### src/rtl/mult_seq.sv
// mult_seq -- iterative shift-add multiplier.
//
// Each CALC cycle retires BITS_PER_CYCLE multiplier bits. The operation runs
// on magnitudes, and the sign is applied once on the final edge. The 2W-bit
// product is presented as high/low behind a valid/ready output handshake.
// No new operation is accepted until the product has been taken.
//
// Optional feature: define MULT_SEQ_OVERFLOW_EN to add the `overflow` output.
// It flags a product that does not fit in W bits.
//
// Ports:
//   clk, rst              clock (rising edge), async active-high reset
//   in_valid / in_ready   operand handshake
//   is_signed, in0, in1   mode, multiplicand, multiplier (sampled on accept)
//   out_valid / out_ready product handshake
//   high, low             product[2W-1:W], product[W-1:0]
//   overflow              (MULT_SEQ_OVERFLOW_EN only) product exceeds W bits

module mult_seq #(
    parameter int INPUT_WIDTH    = 16,
    parameter int BITS_PER_CYCLE = 1
) (
    input  logic                   clk,
    input  logic                   rst,
    input  logic                   in_valid,
    output logic                   in_ready,
    input  logic                   is_signed,
    input  logic [INPUT_WIDTH-1:0] in0,
    input  logic [INPUT_WIDTH-1:0] in1,
    output logic                   out_valid,
    input  logic                   out_ready,
    output logic [INPUT_WIDTH-1:0] high,
    output logic [INPUT_WIDTH-1:0] low
`ifdef MULT_SEQ_OVERFLOW_EN
    ,
    output logic                   overflow
`endif
);

    localparam int W     = INPUT_WIDTH;
    localparam int B     = BITS_PER_CYCLE;
    localparam int ITERS = W / B;
    localparam int CW    = (ITERS > 1) ? $clog2(ITERS) : 1;

    typedef enum logic [1:0] {IDLE, CALC, DONE} state_t;

    state_t          state_q;
    logic            in_ready_q, out_valid_q;
    logic            signed_q, sign_q;
    logic [2*W-1:0]  mcand_q;       // multiplicand magnitude, pre-shifted into place
    logic [W-1:0]    mplier_q;      // multiplier magnitude, consumed from the LSB
    logic [2*W-1:0]  acc_q;
    logic [CW-1:0]   cnt_q;
    logic [W-1:0]    high_q, low_q;
    logic            ovf_q;

    logic [W-1:0]    mag0_d, mag1_d;
    logic [2*W-1:0]  part_d, acc_d, prod_d;
    logic            ovf_d;

    // W-bit unsigned magnitudes: -2^(W-1) negates to itself, which reads as 2^(W-1).
    always_comb begin
        mag0_d = (is_signed && in0[W-1]) ? -in0 : in0;
        mag1_d = (is_signed && in1[W-1]) ? -in1 : in1;
    end

    // One partial product per cycle, built from BITS_PER_CYCLE shifted copies of
    // the multiplicand, so no full-width array multiplier is needed.
    always_comb begin
        part_d = '0;
        for (int i = 0; i < B; i++) begin
            if (mplier_q[i]) part_d = part_d + (mcand_q << i);
        end
        acc_d  = acc_q + part_d;
        prod_d = sign_q ? -acc_d : acc_d;
        if (signed_q) ovf_d = (prod_d[2*W-1:W] != {W{prod_d[W-1]}});
        else          ovf_d = (prod_d[2*W-1:W] != '0);
    end

    always_ff @(posedge clk or posedge rst) begin
        if (rst) begin
            state_q     <= IDLE;
            in_ready_q  <= 1'b1;
            out_valid_q <= 1'b0;
            signed_q    <= 1'b0;
            sign_q      <= 1'b0;
            mcand_q     <= '0;
            mplier_q    <= '0;
            acc_q       <= '0;
            cnt_q       <= '0;
            high_q      <= '0;
            low_q       <= '0;
            ovf_q       <= 1'b0;
        end else begin
            case (state_q)
                IDLE: begin
                    if (in_valid) begin
                        signed_q   <= is_signed;
                        sign_q     <= is_signed & (in0[W-1] ^ in1[W-1]);
                        mcand_q    <= {{W{1'b0}}, mag0_d};
                        mplier_q   <= mag1_d;
                        acc_q      <= '0;
                        cnt_q      <= CW'(ITERS - 1);
                        in_ready_q <= 1'b0;
                        state_q    <= CALC;
                    end
                end
                CALC: begin
                    acc_q    <= acc_d;
                    mcand_q  <= mcand_q << B;
                    mplier_q <= mplier_q >> B;
                    cnt_q    <= cnt_q - 1'b1;
                    if (cnt_q == '0) begin
                        high_q      <= prod_d[2*W-1:W];
                        low_q       <= prod_d[W-1:0];
                        ovf_q       <= ovf_d;
                        out_valid_q <= 1'b1;
                        state_q     <= DONE;
                    end
                end
                DONE: begin
                    if (out_ready) begin
                        out_valid_q <= 1'b0;
                        in_ready_q  <= 1'b1;
                        state_q     <= IDLE;
                    end
                end
                default: state_q <= IDLE;
            endcase
        end
    end

    assign in_ready  = in_ready_q;
    assign out_valid = out_valid_q;
    assign high      = high_q;
    assign low       = low_q;
`ifdef MULT_SEQ_OVERFLOW_EN
    assign overflow  = ovf_q;
`else
    // The overflow flag is only exported when the feature is enabled.
    logic unused_ovf;
    assign unused_ovf = ovf_q;
`endif

endmodule
### config.mk
export PLATFORM = sky130hd
export DESIGN_NAME = mult_seq
export DESIGN_NICKNAME = d
export VERILOG_FILES = /design/src/rtl/mult_seq.sv
export SDC_FILE = /design/constraint.sdc
export NUM_CORES = 1
export LEC_CHECK = 0
export CORE_AREA = 2 2 134 136
export CTS_CLUSTER_DIAMETER = 30
export DETAILED_ROUTE_END_ITERATION = 16
export DIE_AREA = 0 0 136 138
export GPL_ROUTABILITY_DRIVEN = 1
export PLACE_DENSITY_LB_ADDON = 0.3
export REMOVE_ABC_BUFFERS = 1
export SYNTH_ARGS = -nofsm -noshare
export SYNTH_HDL_FRONTEND = slang
export SYNTH_SLANG_ARGS = --single-unit
### constraint.sdc
create_clock -name clk -period 5.15 [get_ports clk]
set_clock_uncertainty 0.05 [all_clocks]
set_input_delay 1.545 -clock clk [delete_from_list [all_inputs] [get_ports clk]]
set_output_delay 1.545 -clock clk [all_outputs]
set_load 0.05 [all_outputs]
==> Flow_metrics.wiki <==
{| class="wikitable"
! Metric !! Value
|-
| Final cycle utilization of the critical path || 0.924
|-
| Critical path's most frequent cell || sky130_fd_sc_hd__or4_4
|-
| Global route total overflow || 0
|-
| Required time of the worst setup path || about 5.4 ns
|-
| Detailed router's first-iteration violation count || roughly 400
|-
| Global-route wire length before repair || roughly 30,000 um
|-
| Count of boundary I/O pins || 71
|-
| Combined area of the multi-input logic cells || between 4000 and 5000 um2
|-
| Maximum clock rate || 210 MHz
|-
| Synthesized area per cell || ~8.4 um2
|-
| Die ar. || around 19,000 um2
|-
| Pin count of the biggest net entering global routing || 80
|-
| Power per standard cell area || 699 nW/um2
|-
| Number of clock sinks || about 120
|-
| CTS clk-pin slew, worst paths || about 0.060 ns
|-
| Type of the worst min-delay path || flop to flop
|-
| Number of different library cells in the post-synthesis netlist || between 60 and 70
|-
| Worst skew pair latency || between 0.4 and 0.5 ns
|-
| Cell breakdown of the critical path || and2_1, ha_1, fa_1, a21o_1, a221o_1, a221oi_2, xor2_1, inv_1, or4_4, or4_4, or3_4, o41ai_2, xnor2_1, o21ai_1
|-
| Static leakage || between 0.004 and 0.005 uW
|-
| Final slew viol count || 0
|-
| # hold bufs at CTS || 0
|-
| Total Routed Length || 18,000 um
|-
| HPWL reported at the end of detailed placement || approximately 13,000 um
|-
| Startpoint of the worst setup timing path || mplier_q[0]
|-
| Vias per Instance || about 5.5
|-
| Flip-flop and latch area || 3030 um2
|-
| Final count of negative-setup-slack endpoints || 0
|-
| Nets || approximately 1.1k
|-
| Worst-case clock buffer depth || 2
|-
| Worst slew margin relative to its limit || 0.387
|-
| Area growth from synthesis to layout || 20.4%
|-
| Weighted congestion at the end of routability-driven global placement || slightly above 0.9
|-
| Placement Cell Area || slightly below 9000 um2
|-
| Register bit count reported by yosys || 121
|-
| Filler instances || 1,640
|-
| R2R cell count || 14
|-
| Crit-path max FO || 10
|-
| Unrepaired setup endpoints after global routing || false
|-
| Highest cell delay on the worst timing path || approximately 0.53 ns
|-
| EDFF count, synth || 0
|-
| Synthesized area || roughly 7800 um2
|-
| Cell depth of the worst hold path || 2
|-
| FF-to-FF Start || mplier_q[0]
|-
| Endpoint of the most critical register-to-register path || high[15]
|-
| Total via count after detailed routing || just under 7k
|-
| Number of setup buffers added after CTS || 0
|-
| Critical path startpoint category || flop
|-
| Primary flip-flop cell chosen by synthesis mapping || sky130_fd_sc_hd__dfrtp_1
|-
| TritonCTS clock tree || yes
|-
| Final non-filler cell total || about 1.2k
|-
| Combined global-route utilization of all metal layers || 0.204
|-
| Placed cell count || about 1.2k
|-
| Vias in the first global route || around 6.3k
|-
| Element type at the critical path end || flop
|-
| Effective utilization at floorplan || 0.446
|-
| Post-cts repair resize count || 0
|-
| Actual transition at the worst max-transition pin || between 0.9 and 1 ns
|-
| Total negative setup slack || 0 ns
|-
| DIE HEIGHT || ~140 um
|-
| Post-synth ARST share || 1.00
|-
| WHS || 0.422 ns
|-
| Top cell family by delay on the critical path || simple AND/OR/NAND/NOR gates
|-
| Worst setup path end || high[15]
|-
| Number of iterations in the first detailed-routing pass || 5
|-
| Setup Crit Path Kind || flop to flop
|-
| R2R setup slack || between 0.3 and 0.4 ns
|-
| Root buffer cell || sky130_fd_sc_hd__clkbuf_16
|-
| Post-route DRC violation count || 0
|-
| Antenna violations before repair || 0
|-
| Max-cap violation count || 0
|-
| Share of layout cells above drive strength 1 || 0.0736
|-
| Outcome || complete, no violations
|-
| Final period demand of the worst path || between 4 and 5 ns
|-
| Buffer and inverter count on the worst path || 1
|-
| Sequential fraction of the synthesis area || 0.387
|-
| I/O Buffers || 70
|-
| Highest-delay cell along the critical path || sky130_fd_sc_hd__or4_4
|-
| Die boundary width || around 140 um
|-
| Ant. Diodes || 0
|-
| Worst vdd rail ir drop || slightly below 0.4 mV
|-
| Yosys Warn Count || 0
|-
| Critical Path AT || approximately 5 ns
|-
| Cells after Synth || 934
|-
| Number of nets still failing antenna checks after routing || 0
|-
| Critical path depth in cells || 14
|-
| Placeable Area || between 15,000 and 20,000 um2
|-
| Final Hold Violating Endpoints || 0
|-
| Row count || between 40 and 50
|-
| Mean routed wirelength per cell || between 10 and 15 um
|-
| Number of buffers created by CTS || 17
|-
| Cell area after layout || 9410 um2
|-
| H-tree lvl count || 4
|}
[logic make-up (layout without fill, tap and decap cells)]
| kind of cell | after synthesis | in the layout | share of synthesized area |
|---|---|---|---|
| AND/OR/NAND/NOR | 349 | 349 | 0.208 |
| flip-flops | 121 | 121 | 0.387 |
| adder cells (fa/ha/maj) | 37 | 37 | 0.0602 |
| XOR/XNOR | 85 | 85 | 0.0952 |
| AO/OA/AOI/OAI | 260 | 260 | 0.206 |
| multiplexers | 4 | 4 | 0.00544 |
| buffers and inverters | 78 | 149 | 0.0374 |
[cell usage after synthesis, types with 3 or more instances]
cell,count,share of area
sky130_fd_sc_hd__nand2_1,166,0.080
sky130_fd_sc_hd__nand3_1,56,0.036
sky130_fd_sc_hd__xor2_1,41,0.046
sky130_fd_sc_hd__a21boi_0,3,0.0029
sky130_fd_sc_hd__o311ai_0,3,0.0034
sky130_fd_sc_hd__a21o_1,5,0.0048
sky130_fd_sc_hd__a211oi_1,8,0.0077
sky130_fd_sc_hd__o21a_1,4,0.0038
sky130_fd_sc_hd__and2_1,33,0.026
sky130_fd_sc_hd__or2_2,3,0.0024
sky130_fd_sc_hd__buf_1,3,0.0014
sky130_fd_sc_hd__a221o_1,4,0.0051
sky130_fd_sc_hd__o21ai_1,3,0.0019
sky130_fd_sc_hd__o31ai_1,14,0.013
sky130_fd_sc_hd__a31oi_1,4,0.0032
sky130_fd_sc_hd__a21oi_1,40,0.026
sky130_fd_sc_hd__a22oi_1,27,0.026
sky130_fd_sc_hd__o21ai_0,115,0.074
sky130_fd_sc_hd__o41ai_1,5,0.0056
sky130_fd_sc_hd__inv_1,25,0.012
sky130_fd_sc_hd__nor3_1,13,0.0083
sky130_fd_sc_hd__nand4_1,10,0.0080
sky130_fd_sc_hd__nor2_1,37,0.018
sky130_fd_sc_hd__dfrtp_1,120,0.38
sky130_fd_sc_hd__xnor2_1,44,0.049
sky130_fd_sc_hd__o211ai_1,4,0.0038
sky130_fd_sc_hd__ha_1,36,0.058
sky130_fd_sc_hd__clkbuf_1,50,0.024
sky130_fd_sc_hd__o221ai_1,3,0.0034
sky130_fd_sc_hd__nor4_1,4,0.0032
sky130_fd_sc_hd__or3_1,6,0.0048
sky130_fd_sc_hd__nor3b_1,3,0.0029
[where the power goes]
group	switching (uW)	internal (uW)	leakage [uW]	total, uW
combinational	2340	1410	0.00221	3760
sequential	264	1380	0.00155	1640
clock	418	767	0.000295	1190
[registers in the layout, indices dropped and copies added (netlist names)]
signal,count
acc_q,32
cnt_q,4
high,16
in_ready,1
low,16
mcand_q,32
mplier_q,16
out_valid,1
sign_q,1
state_q,2
[how the worst min path moves through the flow]
stage | from | endpoint | slack (ns)
detailed placement | high[2] | high[2] | 0.42
global placement | low[2] | low[2] | 0.41
floorplan | mcand_q[16] | mcand_q[17] | 0.40
finish | high[2] | high[2] | 0.42
CTS | low[9] | low[9] | 0.43
global route | low[8] | low[8] | 0.44
[metrics by stage]
step	utilization	setup slack [ns]	power, uW
CTS	0.537	0.400	6620
floorplan	-	0.306	4270
finish	0.537	0.391	6580
detailed placement	0.503	0.421	5400
global placement	0.503	0.471	5350
global route	0.537	0.146	7150
[cell usage in the layout, fill, tap and decap left out, drive strengths merged, types with 25 or more instances in the layout]
master	n
nand2	166
dfrtp	120
o21ai	118
clkdlybuf4s50	70
nand3	56
xnor2	44
xor2	41
a21oi	40
nor2	37
ha	36
and2	33
a22oi	27
inv	25
[worst register-to-register path: stages (launching register included)]
cell,delay [ns]
sky130_fd_sc_hd__dfrtp_1,0.47
sky130_fd_sc_hd__and2_1,0.21
sky130_fd_sc_hd__ha_1,0.20
sky130_fd_sc_hd__fa_1,0.42
sky130_fd_sc_hd__a21o_1,0.21
sky130_fd_sc_hd__a221o_1,0.37
sky130_fd_sc_hd__a221oi_2,0.30
sky130_fd_sc_hd__xor2_1,0.21
sky130_fd_sc_hd__inv_1,0.12
sky130_fd_sc_hd__or4_4,0.50
sky130_fd_sc_hd__or4_4,0.53
sky130_fd_sc_hd__or3_4,0.44
sky130_fd_sc_hd__o41ai_2,0.37
sky130_fd_sc_hd__xnor2_1,0.15
sky130_fd_sc_hd__o21ai_1,0.07
[area by class of cell]
| type | instances | area share |
|---|---|---|
| multi-input combinational | 735 | 0.481 |
| sequential | 121 | 0.322 |
| timing repair buffer | 93 | 0.0941 |
| clock buffer | 23 | 0.0529 |
| tap | 229 | 0.0304 |
| inverter | 25 | 0.0102 |
| clock inverter | 8 | 0.00984 |
[per-layer routing]
| layer | share of wire | GRT usage | wire [um] |
|---|---|---|---|
| met3 | 0.052 | 0.0484 | 932 |
| met2 | 0.44 | 0.303 | 7980 |
| met5 | 0 | 0 | 0 |
| met4 | 0.014 | 0.0609 | 255 |
| met1 | 0.49 | 0.296 | 8850 |
Power figures use the tool's default switching activity.
